==> config.mk <==
export PLATFORM = sky130hd
export DESIGN_NAME = hazard_stall_ctrl
export DESIGN_NICKNAME = d
export VERILOG_FILES = /design/src/rtl/hazard_pkg.sv /design/src/rtl/insn_reg_use.sv /design/src/rtl/hazard_stall_ctrl.sv
export SDC_FILE = /design/constraint.sdc
export NUM_CORES = 1
export LEC_CHECK = 0
export CAP_MARGIN = 20
export CORE_AREA = 2 2 54 56
export CTS_BUF_LIST = sky130_fd_sc_hd__clkbuf_4 sky130_fd_sc_hd__clkbuf_8
export DETAILED_ROUTE_END_ITERATION = 10
export DIE_AREA = 0 0 56 58
export MAX_ROUTING_LAYER = met4
export PLACE_DENSITY = 0.84
export SLEW_MARGIN = 20
export SYNTH_ARGS = -nofsm -noshare
export SYNTH_HDL_FRONTEND = slang
export SYNTH_SLANG_ARGS = --single-unit
==> constraint.sdc <==
create_clock -name clock_i -period 5.4 [get_ports clock_i]
set_clock_uncertainty 0.05 [all_clocks]
set_input_delay 1.35 -clock clock_i [delete_from_list [all_inputs] [get_ports clock_i]]
set_output_delay 1.35 -clock clock_i [all_outputs]
set_load 0.1 [all_outputs]
==> src/rtl/hazard_pkg.sv <==
// +--------------------------------------------------------------------+
// | hazard_pkg : shared decode constants and MD FSM encoding for the     |
// |              pipeline interlock controller.                          |
// | Revision   : 1.0                                                     |
// +--------------------------------------------------------------------+
`default_nettype none

package hazard_pkg;

  localparam int c_opc_msb = 31;
  localparam int c_opc_lsb = 27;
  localparam int c_rd_msb  = 26;
  localparam int c_rd_lsb  = 22;
  localparam int c_rs_msb  = 21;
  localparam int c_rs_lsb  = 17;
  localparam int c_rt_msb  = 16;
  localparam int c_rt_lsb  = 12;
  localparam int c_alu_msb = 6;
  localparam int c_alu_lsb = 2;

  localparam logic [4:0] c_op_r    = 5'b00000;
  localparam logic [4:0] c_op_addi = 5'b00101;
  localparam logic [4:0] c_op_sw   = 5'b00111;
  localparam logic [4:0] c_op_lw   = 5'b01000;
  localparam logic [4:0] c_op_bne  = 5'b00010;
  localparam logic [4:0] c_op_blt  = 5'b00110;
  localparam logic [4:0] c_op_beq  = 5'b01001;
  localparam logic [4:0] c_op_jr   = 5'b00100;
  localparam logic [4:0] c_op_led  = 5'b01011;

  localparam logic [4:0] c_alu_mult = 5'b00110;
  localparam logic [4:0] c_alu_div  = 5'b00111;
  localparam logic [3:0] c_alu_shift_hi = 4'b0010;

  typedef enum logic [1:0] {
    MD_IDLE  = 2'd0,
    MD_START = 2'd1,
    MD_WAIT  = 2'd2,
    MD_DONE  = 2'd3
  } md_state_e;

  // Returns {is_mult, is_div} for an opcode / ALU-op pair.
  function automatic logic [1:0] md_kind(input logic [4:0] opc, input logic [4:0] alu);
    md_kind = 2'b00;
    if (opc == c_op_r) begin
      md_kind = {alu == c_alu_mult, alu == c_alu_div};
    end
  endfunction

endpackage

`default_nettype wire

==> src/rtl/insn_reg_use.sv <==
// +--------------------------------------------------------------------+
// | insn_reg_use : flags which register fields an instruction reads.    |
// | Revision     : 1.0                                                  |
// +--------------------------------------------------------------------+
`default_nettype none

module insn_reg_use
  import hazard_pkg::*;
(
  input  logic [31:0] insn_i,
  output logic        rs_used_o,
  output logic        rt_used_o,
  output logic        rd_used_o
);

  logic [4:0] w_opc;
  logic [4:0] w_alu;
  logic       w_unused_fields;

  assign w_opc           = insn_i[c_opc_msb:c_opc_lsb];
  assign w_alu           = insn_i[c_alu_msb:c_alu_lsb];
  assign w_unused_fields = ^{insn_i[c_rd_msb:c_alu_msb+1], insn_i[c_alu_lsb-1:0]};

  always_comb begin
    rs_used_o = 1'b0;
    rt_used_o = 1'b0;
    rd_used_o = 1'b0;
    case (w_opc)
      c_op_r: begin
        rs_used_o = 1'b1;
        rt_used_o = (w_alu[4:1] != c_alu_shift_hi);
      end
      // sw store data arrives through W->M forwarding, so its rd is not a hazard.
      c_op_addi, c_op_lw, c_op_sw: rs_used_o = 1'b1;
      c_op_bne, c_op_blt, c_op_beq, c_op_led: begin
        rs_used_o = 1'b1;
        rd_used_o = 1'b1;
      end
      c_op_jr: rd_used_o = 1'b1;
      default: ;
    endcase
  end

endmodule

`default_nettype wire

==> src/rtl/hazard_stall_ctrl.sv <==
// +--------------------------------------------------------------------+
// | hazard_stall_ctrl : F/D/X interlock for load-use, mult/div and      |
// |   taken-branch flush. Optional macro HAZARD_PERF_CNT_EN adds perf   |
// |   counter outputs.                                                  |
// | Revision          : 1.0                                             |
// +--------------------------------------------------------------------+
`default_nettype none

module hazard_stall_ctrl
  import hazard_pkg::*;
#(
  parameter int MD_TIMEOUT = 40,
  parameter int CNT_W      = 6
) (
  input  logic        clock_i,
  input  logic        reset_i,
  input  logic [31:0] fd_insn_i,
  input  logic [31:0] dx_insn_i,
  input  logic        branch_taken_i,
  input  logic        md_ready_i,
  output logic        pc_en_o,
  output logic        fd_en_o,
  output logic        dx_en_o,
  output logic        fd_nop_o,
  output logic        dx_nop_o,
  output logic        xm_nop_o,
  output logic        md_ctrl_mult_o,
  output logic        md_ctrl_div_o,
  output logic        md_busy_o,
  output logic        md_timeout_o
`ifdef HAZARD_PERF_CNT_EN
  ,
  output logic [31:0] perf_stall_cycles_o,
  output logic [31:0] perf_load_use_o,
  output logic [31:0] perf_md_ops_o
`endif
);

  localparam logic [CNT_W-1:0] c_cnt_last = CNT_W'(MD_TIMEOUT - 1);

  md_state_e        state_q, state_d;
  logic [CNT_W-1:0] cnt_q, cnt_d;
  logic             timeout_q, timeout_d;

  logic       w_fd_rs_used, w_fd_rt_used, w_fd_rd_used;
  logic [4:0] w_dx_opc, w_dx_alu, w_dx_rd;
  logic [1:0] w_dx_md;
  logic       w_load_use, w_busy, w_md_detect, w_md_stall;
  logic       w_unused_dx;

  insn_reg_use u_fd_use (
    .insn_i    (fd_insn_i),
    .rs_used_o (w_fd_rs_used),
    .rt_used_o (w_fd_rt_used),
    .rd_used_o (w_fd_rd_used)
  );

  assign w_dx_opc    = dx_insn_i[c_opc_msb:c_opc_lsb];
  assign w_dx_rd     = dx_insn_i[c_rd_msb:c_rd_lsb];
  assign w_dx_alu    = dx_insn_i[c_alu_msb:c_alu_lsb];
  assign w_dx_md     = md_kind(w_dx_opc, w_dx_alu);
  assign w_unused_dx = ^{dx_insn_i[c_rs_msb:c_alu_msb+1], dx_insn_i[c_alu_lsb-1:0]};

  assign w_load_use = (w_dx_opc == c_op_lw) && (w_dx_rd != 5'd0) &&
                      ((w_fd_rs_used && (fd_insn_i[c_rs_msb:c_rs_lsb] == w_dx_rd)) ||
                       (w_fd_rt_used && (fd_insn_i[c_rt_msb:c_rt_lsb] == w_dx_rd)) ||
                       (w_fd_rd_used && (fd_insn_i[c_rd_msb:c_rd_lsb] == w_dx_rd)));

  assign w_busy      = (state_q == MD_START) || (state_q == MD_WAIT);
  // Gated by reset so an in-flight op is abandoned with enables released immediately.
  assign w_md_detect = (state_q == MD_IDLE) && (w_dx_md != 2'b00) && !branch_taken_i && !reset_i;
  assign w_md_stall  = w_busy || w_md_detect;
  assign md_busy_o    = w_busy;
  assign md_timeout_o = timeout_q;

  always_ff @(posedge clock_i or posedge reset_i) begin
    if (reset_i) begin
      state_q   <= MD_IDLE;
      cnt_q     <= '0;
      timeout_q <= 1'b0;
    end else begin
      state_q   <= state_d;
      cnt_q     <= cnt_d;
      timeout_q <= timeout_d;
    end
  end

  always_comb begin
    state_d        = state_q;
    cnt_d          = cnt_q;
    timeout_d      = timeout_q;
    md_ctrl_mult_o = 1'b0;
    md_ctrl_div_o  = 1'b0;
    case (state_q)
      MD_IDLE:  if (w_md_detect) state_d = MD_START;
      MD_START: begin
        md_ctrl_mult_o = w_dx_md[1];
        md_ctrl_div_o  = w_dx_md[0];
        cnt_d          = '0;
        state_d        = MD_WAIT;
      end
      MD_WAIT: begin
        cnt_d = cnt_q + CNT_W'(1);
        if (md_ready_i) begin
          state_d = MD_DONE;
        end else if (cnt_q == c_cnt_last) begin
          state_d   = MD_DONE;
          timeout_d = 1'b1;
        end
      end
      MD_DONE:  state_d = MD_IDLE;
      default:  state_d = MD_IDLE;
    endcase
  end

  always_comb begin
    pc_en_o  = 1'b1;
    fd_en_o  = 1'b1;
    dx_en_o  = 1'b1;
    fd_nop_o = 1'b0;
    dx_nop_o = 1'b0;
    xm_nop_o = 1'b0;
    if (w_md_stall) begin
      pc_en_o  = 1'b0;
      fd_en_o  = 1'b0;
      dx_en_o  = 1'b0;
      xm_nop_o = 1'b1;
    end else if (branch_taken_i) begin
      fd_nop_o = 1'b1;
      dx_nop_o = 1'b1;
    end else if (w_load_use) begin
      pc_en_o  = 1'b0;
      fd_en_o  = 1'b0;
      dx_nop_o = 1'b1;
    end
  end

`ifdef HAZARD_PERF_CNT_EN
  logic [31:0] perf_stall_q, perf_lu_q, perf_md_q;
  logic        w_lu_fire;

  assign w_lu_fire = w_load_use && !w_md_stall && !branch_taken_i;

  always_ff @(posedge clock_i or posedge reset_i) begin
    if (reset_i) begin
      perf_stall_q <= '0;
      perf_lu_q    <= '0;
      perf_md_q    <= '0;
    end else begin
      if (!pc_en_o)    perf_stall_q <= perf_stall_q + 32'd1;
      if (w_lu_fire)   perf_lu_q    <= perf_lu_q + 32'd1;
      if (w_md_detect) perf_md_q    <= perf_md_q + 32'd1;
    end
  end

  assign perf_stall_cycles_o = perf_stall_q;
  assign perf_load_use_o     = perf_lu_q;
  assign perf_md_ops_o       = perf_md_q;
`endif

endmodule

`default_nettype wire
==> results.toml, run 1 <==
[critical_path]
start_kind = "input port"
reg2reg_to = "cnt_q[5]"
critPathRequiredTime_ns = 4.00
crit_buf_inv = 2
rr_startpoint = "state_q[1]"
crit_fanout = 4
crit_type = "input port to output pin"
worst-path-stages = 5
crit_chain = "clkdlybuf4s50_1 > or3_1 > o311a_1 > a31oi_2 > buf_4"
cp_slowest_stage_delay_ns = 0.53
crit_slowest_cell = "clkdlybuf4s50_1"
critPathArrivalTime_ns = 3.23
reg2reg_depth = 5
end_kind = "output pin"
cpLargestDelayFamily = "buffers and inverters"
rrSetupSlack_ns = 3.59

[layout]
final_cell_mix = "44 x clkdlybuf4s50_1, 9 x xor2_1, 9 x nand2_1, 9 x dfrtp_1, 8 x inv_1"
final_common_cell = "clkdlybuf4s50_1"
drive_above_1_share = 0.1484
syn2layout_area_growth_pct = 67.30
final_nets = 229
antenna_cells = 0
multi_input_area_um2 = 585.6
layout.area.seq_um2 = 225.2
nFillCells = 266

[placement]
gp_congestion = 0.8842
hpwl_um = 2171
io_buffers = 52

[sta]
max_freq_mhz = 215.9
final_max_slew_viol_count = 0
hold_violations = 0
setup_tns_ns = 0
timing.final.crit_share = 0.8577
relSlewSlack = 0.3572
rsz0062_at_grt = "false"
period_minus_slack_ns = 4.631
tightest_slew_ns = 0.9612
final-setup-viol-count = 0

[global_route]
grt_pass1_vias = 972
grt.overflow.total = 0
grt_pass1_wl_um = 4347
grt_max_degree = 14
grtUsageTotal = 0.1749
antenna_found_initial = 0

[cts]
numCtsBuffers = 3
post_cts_buffers = 0
clock_sinks = 9
cts_hold_buf = 0
clk_pin_slew_ns = 0.06
clockBufferDepth = 2
clock_latency_ns = 0.25
cts_root_buf = "clkbuf_4"
cts_tree = "done"
cts.repair.resized = 0
htreeDepth = 1

[pwr]
p_seq_frac = 0.114
p_per_area_nw_per_um2 = 556.7
p_sw_uw = 517.1
finalPower_uw = 798.3
ir_drop_mv = 0.8042
leakagePower_nw = 0.5982
clkPwrFrac = 0.069
p_sw_frac = 0.6478
pwr-share-comb = 0.817
p_int_uw = 281.2

[drt]
antenna_left = 0
totalWireLength_um = 2574
firstDrtPassIters = 2
via_per_inst = 5.097
drtIter0Drc = 21
vias = 948
wl_per_cell_um = 13.84
drc = 0

[yosys]
synthTopCellsByArea = "dfrtp_1 26%, xor2_1 9.2%, ha_1 7.3%"
synth.top_cell.area_share = 0.2628
ys_warn_count = 0
avgSynthCellArea_um2 = 8.486
ys_ff_latch = 9
seq_area_frac_synth = 0.2628
synth-edff-count = 0
syn_area_um2 = 857.1
synth-main-ff-cell = "dfrtp_1"
synth_cell_types = 36
synth.largest_area_cell = "dfrtp_1"
synth_nets = 174
ys_async_sr_fraction = 1.000
syn_inst = 101

[run]
drv_cap = 0

[run_status]
status = "finished, final reports clean"

[die]
placeableCoreArea_um2 = 2663
boundaryPins = 78
die_y_um = 58
start_util = 0.3219
die_w_um = 56
die-area_um2 = 3248
core.rowCount = 19

[worst_hold_path]
hold_start = "md_timeout_o"
hold_depth = 2
min_to = "md_timeout_o"
hold_path_class = "register to register"
[layout make-up]
type,instances,area share
tap,31,0.02705
multi-input combinational,79,0.4084
inverter,11,0.02880
clock buffer,4,0.02094
sequential,9,0.1571
timing repair buffer,52,0.3578
[sequential cells by signal, indices dropped and copies added, names as in the netlist]
| name | cells |
|---|---|
| md_timeout_o | 1 |
| cnt_q | 6 |
| state_q | 2 |
[layer usage]
layer	global-route usage	wire (um)	vias up
met5	-	0	-
met4	0.05782	44	0
met3	0.05134	301	4
met2	0.2975	1166	49
met1	0.1983	1061	428
li1	-	-	467
[how the worst max path moves through the flow]
stage               slack [ns]       to           from
floorplan                 0.34  pc_en_o   dx_insn_i[4]
global placement          0.80  fd_en_o  dx_insn_i[22]
detailed placement        0.75  fd_en_o  dx_insn_i[22]
CTS                       0.75  fd_en_o  dx_insn_i[22]
global route              0.71  pc_en_o  dx_insn_i[22]
finish                    0.77  pc_en_o  dx_insn_i[22]
[power by group through the flow]
stage               logic, mW  registers (mW)  clock network [mW]
detailed placement      0.656          0.0922                   0
CTS                     0.657          0.0910              0.0574
global route            0.687          0.0933              0.0619
finish                  0.652          0.0908              0.0550
global placement        0.647          0.0910                   0
floorplan               0.512          0.0898                   0
[synth_stat cells (2+ instances only)]
| master | instances |
|---|---|
| nand3_1 | 4 |
| a21oi_1 | 2 |
| nor4_1 | 2 |
| nor4b_1 | 2 |
| dfrtp_1 | 9 |
| mux2i_1 | 2 |
| inv_1 | 8 |
| nand2_1 | 9 |
| o21ai_0 | 3 |
| nand4_1 | 4 |
| ha_1 | 5 |
| inv_2 | 3 |
| nor2_1 | 7 |
| or3_1 | 2 |
| xnor2_1 | 7 |
| o21ai_1 | 2 |
| nor4_2 | 3 |
| xor2_1 | 9 |
[logic make-up (layout without fill, tap and decap cells)]
logic type | count (synthesis) | in the layout | synth area share
adders and majority gates | 5 | 5 | 0.07299
and+or+nand+nor | 39 | 39 | 0.2701
buffers and inverters | 13 | 67 | 0.06131
AOI/OAI and AO/OA | 16 | 16 | 0.1329
muxes | 3 | 3 | 0.03650
DFF | 9 | 9 | 0.2628
xor gates and xnor gates | 16 | 16 | 0.1635
[stage by stage]
stage                     setup slack, ns  hold slack [ns]  instances  utilization  instance area [um2]
after floorplan                    0.3380           0.4150        101            -                863.3
after global placement             0.7979           0.4173        182       0.5273                 1404
after detailed placement           0.7516           0.4248        182       0.5273                 1404
after CTS                          0.7518           0.4380        186       0.5385                 1434
after global routing               0.7052           0.4627        186       0.5385                 1434
final                              0.7687           0.4263        186       0.5385                 1434
[tightest hold or removal path: stages (launching register included)]
cell	delay, ns
dfrtp_1	0.34
inv_1	0.05
o41ai_1	0.05
No activity file was read; power rests on OpenSTA's default activity.
==> inputs of run 2 (changes only) <==
--- a/config.mk
+++ b/config.mk
@@ -5,7 +5,7 @@
 export SDC_FILE = /design/constraint.sdc
 export NUM_CORES = 1
 export LEC_CHECK = 0
-export CAP_MARGIN = 20
+export CAP_MARGIN = 10
 export CORE_AREA = 2 2 54 56
 export CTS_BUF_LIST = sky130_fd_sc_hd__clkbuf_4 sky130_fd_sc_hd__clkbuf_8
 export DETAILED_ROUTE_END_ITERATION = 10
==> results of run 2 <==
The final DEF is identical to that of run 1; final timing and power are the same.
==> inputs of run 3 (changes only) <==
--- a/config.mk
+++ b/config.mk
@@ -12,6 +12,7 @@
 export DIE_AREA = 0 0 56 58
 export MAX_ROUTING_LAYER = met4
 export PLACE_DENSITY = 0.84
+export SETUP_SLACK_MARGIN = 0.3
 export SLEW_MARGIN = 20
 export SYNTH_ARGS = -nofsm -noshare
 export SYNTH_HDL_FRONTEND = slang
==> results of run 3 <==
The final DEF is identical to that of run 1; final timing and power are the same.
